`config.mk`:
```
export PLATFORM = sky130hd
export DESIGN_NAME = qdiv
export DESIGN_NICKNAME = d
export VERILOG_FILES = /design/src/rtl/qdiv.sv
export SDC_FILE = /design/constraint.sdc
export NUM_CORES = 1
export LEC_CHECK = 0
export ABC_AREA = 1
export CORE_AREA = 2 2 103 105
export CTS_CLUSTER_SIZE = 24
export DETAILED_ROUTE_END_ITERATION = 16
export DIE_AREA = 0 0 105 107
export DONT_BUFFER_PORTS = 1
export GPL_TIMING_DRIVEN = 0
export MAX_ROUTING_LAYER = met4
export PLACE_DENSITY = 0.88
export SYNTH_ARGS = -nofsm -noshare
export SYNTH_HDL_FRONTEND = slang
export SYNTH_SLANG_ARGS = --single-unit
```
`constraint.sdc`:
```
create_clock -name clk -period 8.59 [get_ports clk]
set_clock_uncertainty 0.15 [all_clocks]
set_input_delay 2.577 -clock clk [delete_from_list [all_inputs] [get_ports clk]]
set_output_delay 2.577 -clock clk [all_outputs]
set_load 0.02 [all_outputs]
```
`src/rtl/qdiv.sv`:
```
// Sequential signed restoring divider: DW-bit dividend by N-bit divisor,
// one quotient bit per cycle, saturating on divide-by-zero and overflow.
module qdiv #(
   parameter int DW = 32,
   parameter int N  = 8
) (
   input  logic          clk,
   input  logic          rst,
   input  logic          ce,
   input  logic          input_vld,
   input  logic [DW-1:0] dividend_din,
   input  logic [N-1:0]  divisor_din,
   output logic [DW-1:0] quotient_dout,
   output logic [N-1:0]  remainder_dout,
   output logic          quotient_dout_vld,
   output logic          div_end,
   output logic          div_sat
);

   localparam int CW = $clog2(DW);

   typedef enum logic [1:0] {
      S_IDLE,
      S_CALC,
      S_FIX
   } state_t;

   state_t        state_q, state_d;
   logic          sa_q, sa_d;
   logic          sb_q, sb_d;
   // dividend magnitude shifts out of the top while quotient bits enter below
   logic [DW-1:0] dvd_q, dvd_d;
   logic [N-1:0]  dsr_q, dsr_d;
   logic [N:0]    rem_q, rem_d;
   logic [CW-1:0] cnt_q, cnt_d;
   logic [DW-1:0] quo_q, quo_d;
   logic [N-1:0]  rmd_q, rmd_d;
   logic          vld_q, vld_d;
   logic          sat_q, sat_d;

   logic [N+1:0]  trial;
   logic          qs;

   always_comb begin
      state_d = state_q;
      sa_d    = sa_q;
      sb_d    = sb_q;
      dvd_d   = dvd_q;
      dsr_d   = dsr_q;
      rem_d   = rem_q;
      cnt_d   = cnt_q;
      quo_d   = quo_q;
      rmd_d   = rmd_q;
      sat_d   = sat_q;
      vld_d   = 1'b0;
      trial   = {rem_q, dvd_q[DW-1]} - {2'b00, dsr_q};
      qs      = sa_q ^ sb_q;
      unique case (state_q)
         S_IDLE: begin
            if (ce && input_vld) begin
               sa_d    = dividend_din[DW-1];
               sb_d    = divisor_din[N-1];
               dvd_d   = dividend_din[DW-1] ? -dividend_din : dividend_din;
               dsr_d   = divisor_din[N-1] ? -divisor_din : divisor_din;
               rem_d   = '0;
               cnt_d   = '0;
               state_d = S_CALC;
            end
         end
         S_CALC: begin
            rem_d = trial[N+1] ? {rem_q[N-1:0], dvd_q[DW-1]} : trial[N:0];
            dvd_d = {dvd_q[DW-2:0], ~trial[N+1]};
            cnt_d = cnt_q + 1'b1;
            if (cnt_q == CW'(DW-1)) state_d = S_FIX;
         end
         S_FIX: begin
            vld_d   = 1'b1;
            state_d = S_IDLE;
            if (dsr_q == '0) begin
               quo_d = sa_q ? {1'b1, {(DW-1){1'b0}}} : {1'b0, {(DW-1){1'b1}}};
               rmd_d = '0;
               sat_d = 1'b1;
            end else if (!qs && dvd_q[DW-1]) begin
               // only -2^(DW-1) / -1 yields a positive 2^(DW-1) magnitude
               quo_d = {1'b0, {(DW-1){1'b1}}};
               rmd_d = '0;
               sat_d = 1'b1;
            end else begin
               quo_d = qs ? -dvd_q : dvd_q;
               rmd_d = sa_q ? -rem_q[N-1:0] : rem_q[N-1:0];
               sat_d = 1'b0;
            end
         end
         default: state_d = S_IDLE;
      endcase
   end

   always_ff @(posedge clk or posedge rst) begin
      if (rst) begin
         state_q <= S_IDLE;
         sa_q    <= 1'b0;
         sb_q    <= 1'b0;
         dvd_q   <= '0;
         dsr_q   <= '0;
         rem_q   <= '0;
         cnt_q   <= '0;
         quo_q   <= '0;
         rmd_q   <= '0;
         vld_q   <= 1'b0;
         sat_q   <= 1'b0;
      end else begin
         state_q <= state_d;
         sa_q    <= sa_d;
         sb_q    <= sb_d;
         dvd_q   <= dvd_d;
         dsr_q   <= dsr_d;
         rem_q   <= rem_d;
         cnt_q   <= cnt_d;
         quo_q   <= quo_d;
         rmd_q   <= rmd_d;
         vld_q   <= vld_d;
         sat_q   <= sat_d;
      end
   end

   assign quotient_dout     = quo_q;
   assign remainder_dout    = rmd_q;
   assign quotient_dout_vld = vld_q;
   assign div_sat           = sat_q;
   assign div_end           = (state_q == S_IDLE);

endmodule

```
==> run metrics, run 1 <==
Clock Pin Slew Worst Setup and Hold Paths 0.09 ns; #FFs+latches synth 100; Worst Reg-to-Reg Cells 12; Core ar. 10100 sq um; status complete, no violations; Top FF cell, synth dfrtp_1; Row Count 37; largest net degree at the start of global routing 59; Die ar. 11200 sq um; worst hold path cell count 1; area delta synth->final 5.92%; H-tree levels 3; IO Port Bufs 0; ant diodes 0; DR WL/cell 14.9 microns; TritonRoute pass-1 iters 5; first-pass GRT wire length 28600 microns; maximum vdd ir drop 0.156 mV; Mapped Avg Cell Area 6.74 sq um; type of element capturing the critical path flop; Req. time, crit path 8.70 ns; Die Width 105 microns; fin cells 1166; Worst setup SP type input port; Initial Util 0.676; synth warn 0; number of synthesized flops with an enable pin 0; post-synthesis instance area 6820 sq um; vias 6692; most frequent CP cell nand3_1; hold_buf cts 0; root buffer cell clkbuf_8; Final Hold Slack 0.325 ns; initial drt markers 509; Worst Tran Pin Value 0.553 ns; drt via density 5.74; sequential element share of the synthesized area 0.367; CTS tree built; met2 wire len 7550 microns; CTS Sinks 100; CP Class in -> reg; final hold violation count 0; met1 WL 8050 microns; commonest non-fill, non-tap cell in the layout nand2_1; share of cells above drive strength 1 0.0495; CTS buffer count 9; Rel. slew slack 0.632; Final nets 1084; placed insts 1150; DRC errors left 0; RSZ-0062 raised after global routing no; Overall Global Routing Usage 0.325; slowest stage delay, CP 0.32 ns; gate count of the mapped netlist 1013; fmax 254 MHz; post-DP HPWL 13600 microns; Max-Cap Viols 0; count of different cell masters after synthesis 37; CTS Buffer Depth 2; Setup Viol. Count Final 0; most frequent cells in the layout nand2_1, nand3_1, inv_1; # Post-CTS Setup Buffers 0; CTS resizes 0; num ports 87; Die Height 107 microns; Pwr per Cell Area 349 nW/um^2; WL final 17400 microns; syn nets 1072; cell chain of the critical path inv_1 > ha_1 > nand3_1 > nor2_1 > nand3_1 > o21ai_1 > nand3_1 > nand3_1 > nand2_1; worst-path cell with the longest stage delay o21ai_1; initial antenna violation count 0; Hold Crit Class reg -> reg; DRT antenna net count 0; Worst EP arrival 4.04 ns; vias in the first global route 5938; Skew-Pair Late Insertion Delay 0.37 ns; static leakage 0.00372 uW; Post-Place Worst Slack 4.31 ns; GPL Wtd Cong 1.01; final setup TNS 0 ns; Min Clock Period, post-route 3.93 ns; asr flop ratio synth 1.00; family with the most delay on the worst path simple AND/OR/NAND/NOR gates; wire length on met3 1680 microns; final worst slack 4.66 ns; GRT overflow 0; buffers and inverters on the worst path 1; CP Max Fanout 4; CP Depth 9; post-route clock period utilization 0.458; Final Max Slew Viols 0; Max Used Layer met4
## routing by layer
layer,track usage,vias up
li1,-,3327
met4,0.0714,0
met1,0.460,3041
met2,0.493,312
met5,-,-
met3,0.0584,12
## sequential cells by signal, indices dropped and copies added, names as in the netlist, 2 cells and up
signal	count
quotient_dout	32
rem_q	9
dsr_q	8
dvd_q	32
remainder_dout	8
cnt_q	5
state_q	2
## kinds of logic after synthesis
kind of cell | count (synthesis) | synth area share
AOI/OAI and AO/OA | 133 | 0.117
xor gates and xnor gates | 24 | 0.0308
adders and majority gates | 15 | 0.0286
buffers and inverters | 152 | 0.0904
DFF | 100 | 0.367
and+or+nand+nor | 589 | 0.366
## area by class of cell
cell class / count / area (sq um)
multi-input combinational: 761 / 3700
fill: 900 / 2870
sequential: 100 / 2500
inverter: 119 / 452
tap: 136 / 170
buffer: 33 / 168
clock buffer: 13 / 159
clock inverter: 3 / 45.0
timing repair buffer: 1 / 27.5
## stage by stage
step | area, sq um | utilization | power, uW
after floorplan | 6820 | - | 1850
after global placement | 6990 | 0.693 | 2140
after detailed placement | 7020 | 0.696 | 2170
after CTS | 7230 | 0.716 | 2490
after global routing | 7230 | 0.716 | 2740
final | 7230 | 0.716 | 2520
## power breakdown
group | leakage [uW] | internal [uW] | switching [uW]
Clock | 0.0000959 | 151 | 158
Sequential | 0.00125 | 612 | 150
Combinational | 0.00237 | 522 | 930
Total | 0.00372 | 1280 | 1240
## worst paths after layout
| check | startpoint | endpoint | slack [ns] |
|---|---|---|---|
| setup / recovery | dividend_din[0] | dvd_q[28] | 4.66 |
| hold / removal | cnt_q[3] | cnt_q[3] | 0.33 |
| setup reg to reg | dvd_q[31] | rem_q[6] | 6.31 |
| hold reg to reg | cnt_q[3] | cnt_q[3] | 0.33 |
| max in group asynchronous | rst | sa_q | 5.65 |
| min in group asynchronous | rst | quotient_dout[24] | 1.98 |
## cell usage after synthesis, types with 3 or more instances
library cell  number  area, sq um
inv_1            116          435
dfrtp_1          100         2500
nand2_1          316         1190
o211ai_1           5         37.5
nand4_1            9         56.3
nand3b_1           6         45.0
a22o_1             3         26.3
buf_4              3         22.5
ha_1              14          175
nor2_2             6         37.5
nand2_2            5         31.3
o221ai_1           9         78.8
buf_2              8         40.0
a21oi_1           21          105
o21ai_0           52          260
o21bai_1          11         82.6
nor3_1             9         45.0
nor2_1           100          375
clkbuf_1          17         63.8
xor2_1            20          175
nand3_1          133          666
o22ai_1           18          113
xnor2_1            4         35.0
buf_6              3         33.8
o21ai_1            9         45.0
## worst reg2reg max path, cell delays in order (launching register included)
cell and delay, ns:
dfrtp_1 0.41, inv_1 0.26, ha_1 0.20, inv_1 0.07
fa_1 0.41, nand3_1 0.10, nand2_1 0.13, nand2_1 0.11
nand3b_1 0.07, nand2_1 0.07, nand3_1 0.07, nand3_1 0.08
nand2_1 0.05
No activity file was read; power rests on OpenSTA's default activity.
==> inputs of run 2 (changes only) <==
--- a/config.mk
+++ b/config.mk
@@ -6,14 +6,14 @@
 export NUM_CORES = 1
 export LEC_CHECK = 0
 export ABC_AREA = 1
-export CORE_AREA = 2 2 103 105
+export CORE_AREA = 2 2 106 108
 export CTS_CLUSTER_SIZE = 24
 export DETAILED_ROUTE_END_ITERATION = 16
-export DIE_AREA = 0 0 105 107
+export DIE_AREA = 0 0 108 110
 export DONT_BUFFER_PORTS = 1
 export GPL_TIMING_DRIVEN = 0
 export MAX_ROUTING_LAYER = met4
-export PLACE_DENSITY = 0.88
+export PLACE_DENSITY = 0.84
 export SYNTH_ARGS = -nofsm -noshare
 export SYNTH_HDL_FRONTEND = slang
 export SYNTH_SLANG_ARGS = --single-unit
==> constraint.sdc (replaced) <==
create_clock -name clk -period 3.9 [get_ports clk]
set_clock_uncertainty 0.15 [all_clocks]
set_input_delay 1.17 -clock clk [delete_from_list [all_inputs] [get_ports clk]]
set_output_delay 1.17 -clock clk [all_outputs]
set_load 0.02 [all_outputs]
==> run metrics, run 2 (same netlist as run 1, synthesis figures left out) <==
status complete, no violations; first-pass GRT wire length 30300 microns; CTS Buffer Depth 2; initial drt markers 576; fmax 400 MHz; Skew-Pair Late Insertion Delay 0.37 ns; hold_buf cts 0; post-DP HPWL 14300 microns; Tot Pwr 5670 uW; Clock Pin Slew Worst Setup and Hold Paths 0.10 ns; Pwr per Cell Area 779 nW/um^2; Final Max Slew Viols 0; placed insts 1155; Final nets 1085; area delta synth->final 6.77%; most frequent CP cell nand3_1; # Post-CTS Setup Buffers 0; largest net degree at the start of global routing 44; Overall Global Routing Usage 0.333; Initial Util 0.638; Worst EP arrival 2.61 ns; number of fillers in the final layout 979; Clk pwr share 0.138; switching power 2750 uW; initial antenna violation count 0; worst hold endpoint cnt_q[3]; Crit Reg-Reg Endpoint rem_q[6]; Final Hold Slack 0.323 ns; worst hold path cell count 1; DR WL/cell 15.5 microns; Req. time, crit path 4.01 ns; Worst Tran Pin Value 0.540 ns; beginning of the worst hold path cnt_q[3]; ant diodes 0; CTS tree built; combinational power share 0.566; commonest non-fill, non-tap cell in the layout nand2_1; CP Max Fanout 4; CP Class in -> reg; Min Clock Period, post-route 2.50 ns; Sw Share 0.486; H-tree levels 3; WL final 18100 microns; vias 6700; Die Height 110 microns; TritonRoute pass-1 iters 5; share of cells above drive strength 1 0.0524; root buffer cell clkbuf_8; DRT antenna net count 0; final setup TNS 0 ns; post-route clock period utilization 0.641; Die ar. 11900 sq um; worst reg-to-reg setup slack 1.63 ns; most frequent cells in the layout nand2_1, nand3_1, inv_1; internal power 2920 uW; slowest stage delay, CP 0.32 ns; CTS Sinks 100; Max-Cap Viols 0; fin cells 1171; IO Port Bufs 0; cell chain of the critical path inv_1 > ha_1 > nand3_1 > nor2_1 > nand3_1 > o21ai_1 > nand3_1 > nand3_1 > nand2_1; DRC errors left 0; CTS resizes 0; final hold violation count 0; family with the most delay on the worst path simple AND/OR/NAND/NOR gates; Rel. slew slack 0.640; worst-path cell with the longest stage delay o21ai_1; type of element capturing the critical path flop; Row Count 38; Post-Place Worst Slack 1.06 ns; num ports 87; Critical R2R Launch dvd_q[31]; maximum vdd ir drop 0.356 mV; Worst setup SP type input port; Hold Crit Class reg -> reg; register share of total power 0.296; Setup Viol. Count Final 0; CTS buffer count 9; buffers and inverters on the worst path 1; static leakage 0.00375 uW; GRT overflow 0; drt via density 5.72; Worst Reg-to-Reg Cells 12; vias in the first global route 6337; final worst slack 1.40 ns; Core ar. 10700 sq um; Die Width 108 microns; GPL Wtd Cong 0.979; RSZ-0062 raised after global routing no
-- run 2: how the worst max path moves through the flow --
stage	from	end	slack [ns]	cells after the start
6_report	dividend_din[0]	dvd_q[28]	1.40	9
5_1_grt	dividend_din[0]	dvd_q[28]	1.27	9
4_1_cts	dividend_din[0]	dvd_q[28]	1.44	9
3_5_place_dp	dividend_din[0]	dvd_q[28]	1.06	9
3_3_place_gp	rst	dsr_q[1]	0.93	1
2_1_floorplan	rst	cnt_q[0]	1.39	1
-- run 2: layout make-up --
class,instances,area (sq um),area share
multi-input combinational,761,3700,0.508
clock buffer,12,165,0.0227
sequential,100,2500,0.344
timing repair buffer,2,40.0,0.00550
clock inverter,4,77.6,0.0106
tap,140,175,0.0240
buffer,33,168,0.0230
inverter,119,453,0.0622
-- run 2: power by group through the flow --
stage / clock network [uW] / logic, uW / registers (uW)
floorplan: 0 / 2490 / 1590
global route: 824 / 3650 / 1720
global placement: 0 / 3050 / 1680
detailed placement: 0 / 3120 / 1690
finish: 780 / 3210 / 1680
CTS: 782 / 3160 / 1670
-- run 2: layer usage --
layer,part of all wire,track usage
met1,0.46,0.462
met2,0.44,0.507
met3,0.091,0.0629
met4,0.011,0.0870
met5,0,-
-- run 2: stage by stage --
step	instance area (sq um)	utilization
after global placement	7000	0.655
final	7280	0.681
after detailed placement	7040	0.658
after floorplan	6830	-
after global routing	7280	0.681
after CTS	7280	0.681
